**src/rtl/mips_bus_arbiter_if.sv**
```systemverilog
// Request/response and Avalon master signal bundle for mips_bus_arbiter.
// The arbiter takes the slave view; the CPU stages and bus take the master view.
interface mips_bus_arbiter_if;
    logic        i_req;
    logic [31:0] i_addr;
    logic        i_done;
    logic [31:0] i_rdata;
    logic        d_req;
    logic        d_write;
    logic [31:0] d_addr;
    logic [31:0] d_wdata;
    logic [3:0]  d_byteenable;
    logic        d_done;
    logic [31:0] d_rdata;
    logic [31:0] address;
    logic        write;
    logic        read;
    logic        waitrequest;
    logic [31:0] writedata;
    logic [3:0]  byteenable;
    logic [31:0] readdata;
    logic        busy;

    modport slave (
        input  i_req, i_addr,
        input  d_req, d_write, d_addr, d_wdata, d_byteenable,
        input  waitrequest, readdata,
        output i_done, i_rdata, d_done, d_rdata,
        output address, write, read, writedata, byteenable,
        output busy
    );

    modport master (
        output i_req, i_addr,
        output d_req, d_write, d_addr, d_wdata, d_byteenable,
        output waitrequest, readdata,
        input  i_done, i_rdata, d_done, d_rdata,
        input  address, write, read, writedata, byteenable,
        input  busy
    );
endinterface

```
**src/rtl/mips_bus_arbiter.sv**
```systemverilog
// Shares one Avalon master between fetch and load/store, one transfer at a time.
// Define MIPS_ARB_ROUND_ROBIN_EN for round-robin on contention; default is data-first.
module mips_bus_arbiter (
    input  logic              clk,
    input  logic              reset,
    mips_bus_arbiter_if.slave bus
);

    typedef enum logic [1:0] {
        IDLE  = 2'd0,
        BUS_I = 2'd1,
        BUS_D = 2'd2,
        RESP  = 2'd3
    } state_e;

    state_e      state_q, state_d;
    logic        read_q, read_d;
    logic        write_q, write_d;
    logic [31:0] address_q, address_d;
    logic [31:0] writedata_q, writedata_d;
    logic [3:0]  be_q, be_d;
    logic        i_done_q, i_done_d;
    logic        d_done_q, d_done_d;
    logic [31:0] i_rdata_q, i_rdata_d;
    logic [31:0] d_rdata_q, d_rdata_d;
    logic        d_wins;

`ifdef MIPS_ARB_ROUND_ROBIN_EN
    // 1 = data port owned the most recent completed transfer
    logic lastgnt_q, lastgnt_d;

    assign d_wins = !lastgnt_q;

    always_comb begin
        lastgnt_d = lastgnt_q;
        if (state_q == RESP)
            lastgnt_d = d_done_q;
    end

    always_ff @(posedge clk or posedge reset) begin
        if (reset)
            lastgnt_q <= 1'b0;
        else
            lastgnt_q <= lastgnt_d;
    end
`else
    assign d_wins = 1'b1;
`endif

    always_comb begin
        state_d     = state_q;
        read_d      = read_q;
        write_d     = write_q;
        address_d   = address_q;
        writedata_d = writedata_q;
        be_d        = be_q;
        i_done_d    = 1'b0;
        d_done_d    = 1'b0;
        i_rdata_d   = i_rdata_q;
        d_rdata_d   = d_rdata_q;
        unique case (state_q)
            IDLE: begin
                if (bus.d_req && (d_wins || !bus.i_req)) begin
                    state_d     = BUS_D;
                    address_d   = bus.d_addr;
                    writedata_d = bus.d_wdata;
                    be_d        = bus.d_byteenable;
                    write_d     = bus.d_write;
                    read_d      = !bus.d_write;
                end else if (bus.i_req) begin
                    state_d   = BUS_I;
                    address_d = bus.i_addr;
                    be_d      = 4'hF;
                    write_d   = 1'b0;
                    read_d    = 1'b1;
                end
            end
            BUS_I: begin
                if (!bus.waitrequest) begin
                    state_d   = RESP;
                    read_d    = 1'b0;
                    i_done_d  = 1'b1;
                    i_rdata_d = bus.readdata;
                end
            end
            BUS_D: begin
                if (!bus.waitrequest) begin
                    state_d  = RESP;
                    read_d   = 1'b0;
                    write_d  = 1'b0;
                    d_done_d = 1'b1;
                    if (read_q)
                        d_rdata_d = bus.readdata;
                end
            end
            // requests seen here are ignored so a held req is not re-granted
            RESP: begin
                state_d = IDLE;
            end
            default: begin
                state_d = IDLE;
            end
        endcase
    end

    always_ff @(posedge clk or posedge reset) begin
        if (reset) begin
            state_q     <= IDLE;
            read_q      <= 1'b0;
            write_q     <= 1'b0;
            address_q   <= 32'h0;
            writedata_q <= 32'h0;
            be_q        <= 4'h0;
            i_done_q    <= 1'b0;
            d_done_q    <= 1'b0;
            i_rdata_q   <= 32'h0;
            d_rdata_q   <= 32'h0;
        end else begin
            state_q     <= state_d;
            read_q      <= read_d;
            write_q     <= write_d;
            address_q   <= address_d;
            writedata_q <= writedata_d;
            be_q        <= be_d;
            i_done_q    <= i_done_d;
            d_done_q    <= d_done_d;
            i_rdata_q   <= i_rdata_d;
            d_rdata_q   <= d_rdata_d;
        end
    end

    assign bus.read       = read_q;
    assign bus.write      = write_q;
    assign bus.address    = address_q;
    assign bus.writedata  = writedata_q;
    assign bus.byteenable = be_q;
    assign bus.i_done     = i_done_q;
    assign bus.d_done     = d_done_q;
    assign bus.i_rdata    = i_rdata_q;
    assign bus.d_rdata    = d_rdata_q;
    assign bus.busy       = (state_q != IDLE);

endmodule

```
**src/flat_wrapper.sv**
```systemverilog
// flat-port wrapper written by rule: the top's interface ports become plain ports
module mips_bus_arbiter_flat 
  (clk, reset, bus_i_req, bus_i_addr, bus_d_req, bus_d_write, bus_d_addr, bus_d_wdata, bus_d_byteenable, bus_waitrequest, bus_readdata, bus_i_done, bus_i_rdata, bus_d_done, bus_d_rdata, bus_address, bus_write, bus_read, bus_writedata, bus_byteenable, bus_busy);
  mips_bus_arbiter_if bus_i ();
  input  logic clk;
  input  logic reset;
  input wire logic [$bits(bus_i.i_req)-1:0] bus_i_req;
  input wire logic [$bits(bus_i.i_addr)-1:0] bus_i_addr;
  input wire logic [$bits(bus_i.d_req)-1:0] bus_d_req;
  input wire logic [$bits(bus_i.d_write)-1:0] bus_d_write;
  input wire logic [$bits(bus_i.d_addr)-1:0] bus_d_addr;
  input wire logic [$bits(bus_i.d_wdata)-1:0] bus_d_wdata;
  input wire logic [$bits(bus_i.d_byteenable)-1:0] bus_d_byteenable;
  input wire logic [$bits(bus_i.waitrequest)-1:0] bus_waitrequest;
  input wire logic [$bits(bus_i.readdata)-1:0] bus_readdata;
  output wire logic [$bits(bus_i.i_done)-1:0] bus_i_done;
  output wire logic [$bits(bus_i.i_rdata)-1:0] bus_i_rdata;
  output wire logic [$bits(bus_i.d_done)-1:0] bus_d_done;
  output wire logic [$bits(bus_i.d_rdata)-1:0] bus_d_rdata;
  output wire logic [$bits(bus_i.address)-1:0] bus_address;
  output wire logic [$bits(bus_i.write)-1:0] bus_write;
  output wire logic [$bits(bus_i.read)-1:0] bus_read;
  output wire logic [$bits(bus_i.writedata)-1:0] bus_writedata;
  output wire logic [$bits(bus_i.byteenable)-1:0] bus_byteenable;
  output wire logic [$bits(bus_i.busy)-1:0] bus_busy;
  assign bus_i.i_req = bus_i_req;
  assign bus_i.i_addr = bus_i_addr;
  assign bus_i.d_req = bus_d_req;
  assign bus_i.d_write = bus_d_write;
  assign bus_i.d_addr = bus_d_addr;
  assign bus_i.d_wdata = bus_d_wdata;
  assign bus_i.d_byteenable = bus_d_byteenable;
  assign bus_i.waitrequest = bus_waitrequest;
  assign bus_i.readdata = bus_readdata;
  assign bus_i_done = bus_i.i_done;
  assign bus_i_rdata = bus_i.i_rdata;
  assign bus_d_done = bus_i.d_done;
  assign bus_d_rdata = bus_i.d_rdata;
  assign bus_address = bus_i.address;
  assign bus_write = bus_i.write;
  assign bus_read = bus_i.read;
  assign bus_writedata = bus_i.writedata;
  assign bus_byteenable = bus_i.byteenable;
  assign bus_busy = bus_i.busy;
  mips_bus_arbiter u_core (.clk(clk), .reset(reset), .bus(bus_i));
endmodule
```
**config.mk**
```make
export PLATFORM = sky130hd
export DESIGN_NAME = mips_bus_arbiter_flat
export DESIGN_NICKNAME = d
export VERILOG_FILES = /design/src/rtl/mips_bus_arbiter_if.sv /design/src/rtl/mips_bus_arbiter.sv /design/src/flat_wrapper.sv
export SDC_FILE = /design/constraint.sdc
export NUM_CORES = 1
export LEC_CHECK = 0
export CORE_MARGIN = 2
export CORE_UTILIZATION = 41
export CTS_CLUSTER_DIAMETER = 100
export DETAILED_ROUTE_END_ITERATION = 8
export GPL_TIMING_DRIVEN = 0
export PLACE_DENSITY = 0.78
export SETUP_SLACK_MARGIN = 0.15
export SYNTH_ARGS = -nofsm -noshare
export SYNTH_HDL_FRONTEND = slang
export SYNTH_SLANG_ARGS = --single-unit
```
**constraint.sdc**
```tcl
create_clock -name clk -period 6 [get_ports clk]
set_input_delay 1.2 -clock clk [delete_from_list [all_inputs] [get_ports clk]]
set_output_delay 1.2 -clock clk [all_outputs]
set_load 0.02 [all_outputs]
```
# --- Yosys cells after proc, flatten, opt, wreduce, memory -nomap -nowiden ---
# Cells that the tools add are included.
word_totals:
  input_bits: 138
  regBits: 138
  output_inout_bits: 137
  elab_cells: 49
op_classes:
  n_reduce_logical: 14
  n_eq_ne: 6
  bitwise_logic: 1
  mux: 18
ops:
  columns: ["cell", "n"]
  rows:
  - ["32-bit two-way mux", 2]
  - ["3-bit AND reduction", 3]
  - ["1-bit two-way mux", 8]
  - ["4-bit two-way mux", 2]
  - ["2-bit AND reduction", 4]
  - ["2-bit nonzero test", 4]
  - ["2-bit two-way mux", 3]
  - ["2-bit case mux with 3 select lines", 1]
  - ["2-bit equality test (second input constant)", 2]
  - ["2-bit inequality test (second input constant)", 2]
  - ["1-bit case mux with 2 select lines", 2]
  - ["3-bit inequality test (second input constant)", 1]
  - ["2-bit by 1-bit equality test with 1-bit output (second input constant)", 1]
  - ["2-bit logical NOT", 1]
  - ["2-bit OR reduction", 1]
  - ["1-bit logical NOT", 1]
  - ["1-bit NOT", 1]

# --- Depth between registers and ports, before layout ---
depth:
  ltp_word: 4
  depth_mapped: 7
  depth_no_buf: 5

# --- Worst setup path after synthesis ---
# No wires, ideal clock.
synth_timing:
  path_type: "reg-to-output"
  start: "reg u_core.state_q[0]"
  end: "out bus_busy"
  required_ns: 4.800
  stages_incl_launch_ff: 5
  n_path_buf: 1
  arrival_ns: 0.941
  slack_ns: 3.859
  path_cell_list: "dfrtp_1 inv_1 ha_1 buf_2 inv_1"
synth_via:
  elab_chain_len: 1
synth_rtl:
  columns: ["element", "line_no", "source"]
  rows:
  - ["from (decl)", "mips_bus_arbiter.sv:16", "state_e state_q, state_d;"]
  - ["from (signal assigned)", "mips_bus_arbiter.sv:119", "state_q <= state_d;"]
  - ["2-bit nonzero test", "mips_bus_arbiter.sv:141", "assign bus.busy = (state_q != IDLE);"]
  - ["to (decl)", "flat_wrapper.sv:25", "output wire logic [$bits(bus_i.busy)-1:0] bus_busy;"]
# Every way passes these cells.

# --- Worst setup path after layout ---
# Ends and elaborated chain as after synthesis.

==> flow_summary.json <==
{
  "status": "complete, no violations",
  "ios": 275,
  "fin_crit_sh": 0.540,
  "start_kind": "flip-flop",
  "ctsHoldBuffers": 0,
  "cts_setup_buffers": 0,
  "synth_area_sq_um": 5650,
  "critPathRequiredTime_ps": 4800,
  "slew_headroom": 0.686,
  "async_reset_ff_frac": 1.00,
  "whs_ps": 479,
  "coreArea_sq_um": 13300,
  "drive_above_1_share": 0.214,
  "cts_tree": "built",
  "hpwl_mm": 11.5,
  "detail-route-antenna-nets": 0,
  "grt_pass1_vias": 4478,
  "synth_flop_cell": "dfrtp_1",
  "cp.arrival_ps": 2040,
  "wl_per_cell_um": 17.4,
  "cts.htree.levels": 4,
  "syn_nets": 527,
  "antenna_found_initial": 0,
  "end_kind": "output pin",
  "synth-seq-area-share": 0.612,
  "p_leak_nw": 4.10,
  "synth_cell_type_count": 25,
  "layout.cells.non_filler": 867,
  "p_per_area_nw_per_um2": 567,
  "initial_core_util": 0.423,
  "syn_inst": 384,
  "cts_buffer_depth": 2,
  "fmax_mhz": 309,
  "criticalPathCategory": "flip-flop to output pin",
  "drv_cap": 0,
  "hold_class": "flip-flop to flip-flop",
  "cts_resized": 0,
  "drc_errors": 0,
  "worstSkewPairLatency_ps": 410,
  "syn_area_per_cell_sq_um": 14.7,
  "post-place-cells": 835,
  "peakVddDrop_v": 0.000251,
  "rows": 42,
  "drt-total-wl_mm": 15.0,
  "dieArea_sq_um": 14700,
  "dieHeight_um": 121,
  "drtIter0Drc": 136,
  "worst_clock_skew_ps": 6.68,
  "syn_to_final_growth_pct": 64.0,
  "cp_max_fo": 6,
  "grt_remaining_overflow": 0,
  "min_period_ps": 3240,
  "grt_pass1_wl_mm": 23.4,
  "whs_path_depth": 2,
  "cts-root-buf": "clkbuf_16",
  "grt_setup_unrepaired": "false",
  "grt_max_degree": 91,
  "grt.total_usage": 0.207,
  "setup_ws_ps": 2760,
  "diodes": 0,
  "drtPass1Iterations": 4,
  "dp_slack_ps": 3190,
  "clkSinkCount": 138,
  "synth.yosys.warnings": 0,
  "setup_viol": 0,
  "cts_buffers": 17,
  "slew_violations": 0,
  "vias_per_cell": 4.79,
  "die_x_um": 121,
  "nNetsFinal": 821,
  "place.gp.congestion": 0.758,
  "hold_viol": 0,
  "synth-edff-count": 0,
  "route.vias.total": 4156,
  "clk_pin_slew_ps": 60,
  "tightest_slew_ps": 471,
  "numPortBuffers": 274,
  "ys_seq_elements": 138,
  "r2r_cells": 6
}
## cell families after synthesis
logic type / share of synthesized area
buf+inv: 0.0304
simple gates: 0.0290
flops: 0.612
fa+ha+maj: 0.0111
compound gates: 0.0452
mux: 0.273
## synth_stat cells (4+ instances only)
master	instances	area, sq um
buf_2	5	25.0
buf_4	4	30.0
buf_6	7	78.8
clkbuf_1	5	18.8
dfrtp_1	138	3450
ha_1	5	62.6
inv_1	5	18.8
mux2_2	69	777
mux2_4	26	390
mux2i_1	35	350
nand2_1	33	124
o21ai_0	33	165
o22a_1	4	35.0
## cell type report
type / count / area, sq um
buffer: 21 / 153
timing repair buffer: 275 / 2770
clock buffer: 20 / 457
sequential: 138 / 3450
multi-input combinational: 220 / 2020
fill: 964 / 4090
clock inverter: 12 / 160
inverter: 5 / 23.8
tap: 176 / 220
## final timing paths
path | from | end | slack (ps)
worst min register to register | u_core.bus.address[29] | u_core.bus.address[29] | 480
max in group asynchronous | reset | u_core.bus.address[3] | 4020
min in group asynchronous | reset | u_core.bus.writedata[25] | 1210
worst max register to register | u_core.state_q[1] | u_core.bus.i_rdata[21] | 4240
worst min-delay path | u_core.bus.address[29] | u_core.bus.address[29] | 480
worst max-delay path | u_core.state_q[0] | bus_busy | 2760
## through the flow
step / utilization / TNS (ps) / total power [W] / instance area [sq um]
after global placement: 0.645 / -76620 / 0.00412 / 8610
after floorplan: - / 0 / 0.00295 / 5650
after global routing: 0.694 / 0 / 0.00552 / 9260
final: 0.694 / 0 / 0.00525 / 9260
after CTS: 0.694 / 0 / 0.00530 / 9260
after detailed placement: 0.647 / 0 / 0.00420 / 8640
## routing by layer
layer  share of wire  track usage  vias up
met5               0            0        -
met4           0.021       0.0740        0
met3           0.094       0.0827       25
met2            0.51        0.361      186
met1            0.38        0.229     2009
li1                -            -     1936
## power breakdown
part           switching, W  internal, W
registers          0.000251      0.00140
logic               0.00118      0.00133
clock network      0.000402     0.000681
total               0.00183      0.00341
## placed cells by master (no fill, tap or decap)
cell,netlist,layout
a221o_1,1,1
o21ai_2,1,1
ha_1,5,5
clkbuf_8,0,2
clkinv_4,0,2
mux2_2,69,69
mux2_1,2,2
mux2_4,26,26
nand2_1,33,33
nor2b_2,1,1
clkbuf_1,5,6
a32oi_1,1,1
nor2b_1,1,1
clkdlybuf4s50_1,0,274
o2bb2ai_1,1,1
o21ai_0,33,33
a21oi_1,2,2
nand2_2,1,1
buf_16,0,1
clkbuf_16,0,17
clkinvlp_4,0,1
a22o_1,1,1
nor2_1,2,2
inv_6,0,5
buf_4,4,4
bufinv_16,0,3
inv_1,5,4
dfrtp_1,138,138
clkinv_2,0,2
buf_2,5,5
buf_6,7,7
nand2_4,1,1
mux2i_1,35,35
o22a_1,4,4
## state kept, by name, summed over array words and instances (netlist names)
register	cells
u_core.state_q	2
u_core.bus.read	1
u_core.bus.i_rdata	32
u_core.bus.write	1
u_core.bus.i_done	1
u_core.bus.byteenable	4
u_core.bus.address	32
u_core.bus.writedata	32
u_core.bus.d_done	1
u_core.bus.d_rdata	32
## critical path: stages, from the launching register on
cell and delay (ps):
dfrtp_1 380, inv_1 110, ha_1 200, buf_2 170, inv_1 130, clkdlybuf4s50_1 650
(Power assumes the default switching activity.)
